`config.mk`:
```
export PLATFORM = sky130hd
export DESIGN_NAME = hazard_scoreboard
export DESIGN_NICKNAME = d
export VERILOG_FILES = /design/src/rtl/hazard_pkg.sv /design/src/rtl/reg_scoreboard.sv /design/src/rtl/hazard_scoreboard.sv
export SDC_FILE = /design/constraint.sdc
export NUM_CORES = 1
export LEC_CHECK = 0
export ABC_CLOCK_PERIOD_IN_PS = 2800
export CAP_MARGIN = 20
export CORE_MARGIN = 2
export CORE_UTILIZATION = 60
export CTS_CLUSTER_DIAMETER = 80
export CTS_CLUSTER_SIZE = 12
export DETAILED_ROUTE_END_ITERATION = 12
export DONT_BUFFER_PORTS = 1
export GPL_TIMING_DRIVEN = 1
export PLACE_DENSITY = 0.81
export SLEW_MARGIN = 10
export SYNTH_ARGS = -nofsm -noshare
export SYNTH_HDL_FRONTEND = slang
export SYNTH_HIERARCHICAL = 1
export SYNTH_SLANG_ARGS = --single-unit
```
`constraint.sdc`:
```
create_clock -name clk -period 2.8 [get_ports clk]
set_input_delay 0.42 -clock clk [delete_from_list [all_inputs] [get_ports clk]]
set_output_delay 0.42 -clock clk [all_outputs]
set_load 0.05 [all_outputs]
```
`src/rtl/hazard_pkg.sv`:
```
// Shared types and default sizing for the hazard unit and its register scoreboard.
package hazard_pkg;

  typedef enum logic [1:0] {
    FWD_NONE = 2'b00,
    FWD_MEM  = 2'b01,
    FWD_WB   = 2'b10
  } fwd_sel_e;

  localparam int DEF_REG_ADDR_W   = 5;
  localparam int DEF_NUM_SRC      = 2;
  localparam int DEF_MAX_LONG_OPS = 4;

endpackage

```
`src/rtl/reg_scoreboard.sv`:
```
// Pending-destination bit vector plus outstanding-count for variable-latency long ops.
module reg_scoreboard
  import hazard_pkg::*;
#(
  parameter int REG_ADDR_W   = DEF_REG_ADDR_W,
  parameter int MAX_LONG_OPS = DEF_MAX_LONG_OPS,
  localparam int NUM_REGS    = 2 ** REG_ADDR_W,
  localparam int CNT_W       = $clog2(MAX_LONG_OPS + 1)
) (
  input  logic                  clk,
  input  logic                  rst_n,
  input  logic                  set_valid,
  input  logic [REG_ADDR_W-1:0] set_rd,
  input  logic                  clr_valid,
  input  logic [REG_ADDR_W-1:0] clr_rd,
  output logic [NUM_REGS-1:0]   pending,
  output logic [CNT_W-1:0]      count
);

  logic [NUM_REGS-1:0] pending_q;
  logic [CNT_W-1:0]    count_q;
  logic                set_en;
  logic                clr_en;

  assign set_en = set_valid && (set_rd != '0);
  assign clr_en = clr_valid && pending_q[clr_rd];

  // Set is applied after clear so a same-register set/clear leaves the bit pending.
  always_ff @(posedge clk or negedge rst_n) begin
    if (!rst_n) begin
      pending_q <= '0;
      count_q   <= '0;
    end else begin
      if (clr_en) pending_q[clr_rd] <= 1'b0;
      if (set_en) pending_q[set_rd] <= 1'b1;
      count_q <= count_q + CNT_W'(set_en) - CNT_W'(clr_en);
    end
  end

  assign pending = pending_q;
  assign count   = count_q;

  a_no_overissue: assert property (@(posedge clk) disable iff (!rst_n)
    !(set_en && !clr_en && (count_q == CNT_W'(MAX_LONG_OPS))));

endmodule

```
`src/rtl/hazard_scoreboard.sv`:
```
// ID stall / flush / EX forwarding with a long-op register scoreboard.
// Optional HAZARD_PERF_EN adds stallCycles and flushCount performance counters.
module hazard_scoreboard
  import hazard_pkg::*;
#(
  parameter int REG_ADDR_W   = DEF_REG_ADDR_W,
  parameter int NUM_SRC      = DEF_NUM_SRC,
  parameter int MAX_LONG_OPS = DEF_MAX_LONG_OPS,
  localparam int NUM_REGS    = 2 ** REG_ADDR_W,
  localparam int CNT_W       = $clog2(MAX_LONG_OPS + 1)
) (
  input  logic                          clk,
  input  logic                          rstN,
  input  logic [NUM_SRC*REG_ADDR_W-1:0] srcAddrID,
  input  logic [NUM_SRC-1:0]            srcUsedID,
  input  logic [REG_ADDR_W-1:0]         rdAddrID,
  input  logic                          writeRegID,
  input  logic                          longOpID,
  input  logic [NUM_SRC*REG_ADDR_W-1:0] srcAddrEX,
  input  logic [REG_ADDR_W-1:0]         rdAddrEX,
  input  logic                          writeRegisterEX,
  input  logic                          readMemoryEX,
  input  logic                          longOpEX,
  input  logic                          longIssueEX,
  input  logic [REG_ADDR_W-1:0]         rdAddrMEM,
  input  logic                          writeRegisterMEM,
  input  logic                          takeBranchMEM,
  input  logic [REG_ADDR_W-1:0]         rdAddrWB,
  input  logic                          writeRegisterWB,
  input  logic                          longDoneValid,
  input  logic [REG_ADDR_W-1:0]         longDoneRd,
  output logic [NUM_SRC*2-1:0]          forwardSelEX,
  output logic                          pcEnable,
  output logic                          ifidEnable,
  output logic                          ifidClear,
  output logic                          idexClear,
  output logic                          exmemClear,
  output logic                          scoreboardBusy
`ifdef HAZARD_PERF_EN
  ,
  output logic [31:0]                   stallCycles,
  output logic [31:0]                   flushCount
`endif
);

  localparam logic [CNT_W:0] CAP = (CNT_W + 1)'(MAX_LONG_OPS);

  logic [NUM_REGS-1:0]   pending;
  logic [CNT_W-1:0]      count;
  logic [REG_ADDR_W-1:0] src_id;
  logic [REG_ADDR_W-1:0] src_ex;
  logic                  rd_ex_nz;
  logic                  load_hz;
  logic                  long_ex_hz;
  logic                  raw_hz;
  logic                  waw_hz;
  logic                  cap_hz;
  logic                  stall;

  // A long op squashed by a taken branch in MEM must not reserve its destination.
  reg_scoreboard #(
    .REG_ADDR_W   (REG_ADDR_W),
    .MAX_LONG_OPS (MAX_LONG_OPS)
  ) u_sb (
    .clk       (clk),
    .rst_n     (rstN),
    .set_valid (longIssueEX && !takeBranchMEM),
    .set_rd    (rdAddrEX),
    .clr_valid (longDoneValid),
    .clr_rd    (longDoneRd),
    .pending   (pending),
    .count     (count)
  );

  assign rd_ex_nz = (rdAddrEX != '0);

  always_comb begin
    load_hz    = 1'b0;
    long_ex_hz = 1'b0;
    raw_hz     = 1'b0;
    src_id     = '0;
    for (int i = 0; i < NUM_SRC; i++) begin
      src_id = srcAddrID[i*REG_ADDR_W +: REG_ADDR_W];
      if (srcUsedID[i]) begin
        if (readMemoryEX && rd_ex_nz && (src_id == rdAddrEX)) load_hz = 1'b1;
        if (longOpEX && writeRegisterEX && rd_ex_nz && (src_id == rdAddrEX)) long_ex_hz = 1'b1;
        if (pending[src_id]) raw_hz = 1'b1;
      end
    end
  end

  assign waw_hz = writeRegID && pending[rdAddrID];
  assign cap_hz = longOpID && (({1'b0, count} + (CNT_W + 1)'(longOpEX)) >= CAP);
  assign stall  = load_hz || long_ex_hz || raw_hz || waw_hz || cap_hz;

  assign pcEnable       = !stall;
  assign ifidEnable     = !stall;
  assign idexClear      = stall || takeBranchMEM;
  assign ifidClear      = takeBranchMEM;
  assign exmemClear     = takeBranchMEM;
  assign scoreboardBusy = (count != '0);

  always_comb begin
    forwardSelEX = '0;
    src_ex       = '0;
    for (int i = 0; i < NUM_SRC; i++) begin
      src_ex = srcAddrEX[i*REG_ADDR_W +: REG_ADDR_W];
      if (writeRegisterMEM && (rdAddrMEM != '0) && (src_ex == rdAddrMEM))
        forwardSelEX[i*2 +: 2] = FWD_MEM;
      else if (writeRegisterWB && (rdAddrWB != '0) && (src_ex == rdAddrWB))
        forwardSelEX[i*2 +: 2] = FWD_WB;
      else
        forwardSelEX[i*2 +: 2] = FWD_NONE;
    end
  end

`ifdef HAZARD_PERF_EN
  always_ff @(posedge clk or negedge rstN) begin
    if (!rstN) begin
      stallCycles <= '0;
      flushCount  <= '0;
    end else begin
      if (stall)         stallCycles <= stallCycles + 32'd1;
      if (takeBranchMEM) flushCount  <= flushCount + 32'd1;
    end
  end
`endif

endmodule

```
==> flow_metrics.tcl <==
set metrics [dict create \
    drc_errors 0 \
    ys_ff_latch 35 \
    h-tree-depth 2 \
    numPortBuffers 0 \
    setup.worst_path.end "ifidEnable" \
    seq_area_um2 877 \
    endpoint_kind "output pin" \
    synth-edff-count 0 \
    routedWlPerCell_um 21.6 \
    syn_area_um2 3400 \
    worstPathRequired_ps 2380 \
    outcome "complete, no violations" \
    gp_congestion 0.958 \
    drt-initial-drc-count 278 \
    skew_ps 9.70 \
    hold_violations 0 \
    hpwl_um 7250 \
    timing.rr.end "u_sb/count[2]" \
    vias_per_cell 7.02 \
    period_share 0.979 \
    die_x_um 79.3 \
    ys.flop_type "dfrtp_1" \
    synth_top_area_cell "dfrtp_1" \
    crit_arrival_ps 2320 \
    yosys_warnings 6 \
    grt_remaining_overflow 0 \
    drt-total-wl_um 10000 \
    rr_startpoint "u_sb/pending[6]" \
    coreArea_um2 5510 \
    initial_core_util 0.618 \
    diodes 0 \
    grt_pass1_vias 3129 \
    fp.dieArea_um2 6290 \
    worstSetupStartpointType "flop" \
    syn_nets 439 \
    ir_drop_mv 0.386 \
    grt_max_degree 36 \
    clock-root-buffer "clkbuf_8" \
    max_slew_margin 0.638 \
    grt_pass1_wl_um 15100 \
    area_delta_synth_final_pct 9.68 \
    final_layout_size_suffix_gt1_frac 0.215 \
    ys_top_cells_by_area "dfrtp_1, mux4_2, nor2_1" \
    timing.final.crit_period_ps 2740 \
    finalSetupViolations 0 \
    num_io_pins 69 \
    synth.most_common_cell "nor2_1" \
    setup_tns_ps 0 \
    drt_first_pass_iters 5 \
    vias 3241 \
    post_dp_cell_area_um2 3520 \
    syn_inst 377 \
    crit_start "u_sb/pending[6]" \
    fmax_mhz 365 \
    antenna_found_initial 0 \
    maxSlewViolCount 0 \
    ant_nets 0 \
    timing.hold.ws_ps 482 \
    path_clk_slew_ps 80 \
    nFillCells 414 \
    grt_usage 0.319 \
    reg2reg_depth 13 \
    rsz0062_at_grt "yes" \
    ys_seq_area_frac 0.258 \
    yosysTopAreaCellShare 0.258 \
    cts_tree "yes" \
    clock_insertion_delay_worst_skew_ps 290 \
    async_flop_share 1.00 \
    hp-class "in2reg" \
    fin_nets 451 \
    cellLeakagePower_uw 0.00143 \
    multi_input_area_um2 2400 \
    final_core_util 0.677 \
    worst_pin_slew_ps 541 \
    ctsLongestPathBuffers 2 \
    cap_violations 0 \
    p_per_area_nw_per_um2 517 \
    numCtsBuffers 5 \
    synthTopCellsByCount "nor2_1, dfrtp_1, nor3_1" \
    clock_sinks 35 \
    r2r_slack_ps 130 \
    syn_avg_cell_area_um2 9.02 \
    fin_area_um2 3730 \
    path_class "reg2out" \
    crit_fanout 3 \
    synth_cell_types 49 \
    num_rows 27 \
    die_h_um 79.3 \
]
==> registers in the layout, indices dropped and copies added, names as in the netlist <==
signal	cells
u_sb/count	3
u_sb/pending	32
==> worst max-delay path, cell delays in order (launching register included) <==
cell,delay [ps]
dfrtp_1,390
buf_6,130
mux4_2,460
o22a_1,230
a221o_1,320
nand4_1,100
and4_4,230
buf_12,170
==> how the worst min path moves through the flow <==
stage	startpoint	endpoint	depth (start not counted)
2_1_floorplan	rstN	u_sb/count[0]	0
3_3_place_gp	rstN	u_sb/pending[12]	0
3_5_place_dp	rstN	u_sb/pending[13]	0
4_1_cts	rdAddrEX[2]	u_sb/pending[31]	4
5_1_grt	rdAddrEX[2]	u_sb/pending[30]	4
6_report	rdAddrEX[2]	u_sb/pending[31]	4
==> area by class of cell <==
type                    instances  area share
flip-flops and latches         35       0.235
repair buffers                 29      0.0678
well taps                      72      0.0242
multi-input cells             314       0.643
clock inverters                 1     0.00134
clock buffers                   7      0.0205
inverters                       4     0.00772
==> layer usage <==
layer / vias to the layer above / track usage / routed length, µm
li1: 1410 / - / -
met1: 1528 / 0.398 / 3590
met2: 253 / 0.510 / 4690
met3: 50 / 0.0761 / 1230
met4: 0 / 0.176 / 483
met5: - / 0 / 0
==> stage by stage <==
step | cells | total power (µW) | setup slack (ps)
after global placement | 443 | 1450 | 162
after detailed placement | 443 | 1470 | 111
final | 462 | 1930 | 59.9
after global routing | 462 | 2030 | -8.23
after floorplan | 377 | 1340 | 15.3
after CTS | 454 | 1860 | 1.94
==> cells by family (layout without fill, tap and decap cells) <==
group,count (synthesis),after routing,share of synthesized area
compound gates,57,57,0.114
xor+xnor,32,32,0.0824
fa+ha+maj,3,3,0.0132
buf+inv,28,41,0.0515
flops,35,35,0.258
mux,52,52,0.237
simple gates,170,170,0.245
==> placed cells by master (no fill, tap or decap), types with 3 or more instances in the layout <==
cell type / synthesis / final
nand3b_1: 8 / 8
nor2b_1: 4 / 4
mux2_2: 3 / 3
or4_1: 4 / 4
or3b_1: 3 / 3
dfrtp_1: 35 / 34
nor2_1: 74 / 74
xor2_1: 14 / 14
a21oi_1: 23 / 23
mux2i_1: 25 / 25
clkbuf_8: 0 / 5
nor4_2: 2 / 6
inv_1: 3 / 3
nand4_1: 7 / 7
nand2b_1: 4 / 4
xnor2_1: 18 / 17
mux2_1: 3 / 3
nand3_1: 9 / 9
nor3_1: 34 / 33
o21ai_0: 4 / 4
mux4_2: 17 / 19
o22ai_1: 6 / 6
buf_4: 4 / 24
nand2_1: 12 / 12
a21oi_2: 10 / 10
==> what timing repair did <==
action                                  4_1_cts  5_1_grt
pin swaps                                     0       10
hold endpoints to repair                     35        0
endpoints found under the setup margin        2        4
cloned                                        0        0
buffers inserted                              1        8
resized for setup                             1       10
hold buffers                                  2        0
==> power breakdown <==
group	switching [µW]	internal, µW	leakage [µW]
combinational	370	424	0.000943
sequential	151	622	0.000444
clock	188	175	0.0000422
No activity file was read; power rests on OpenSTA's default activity.
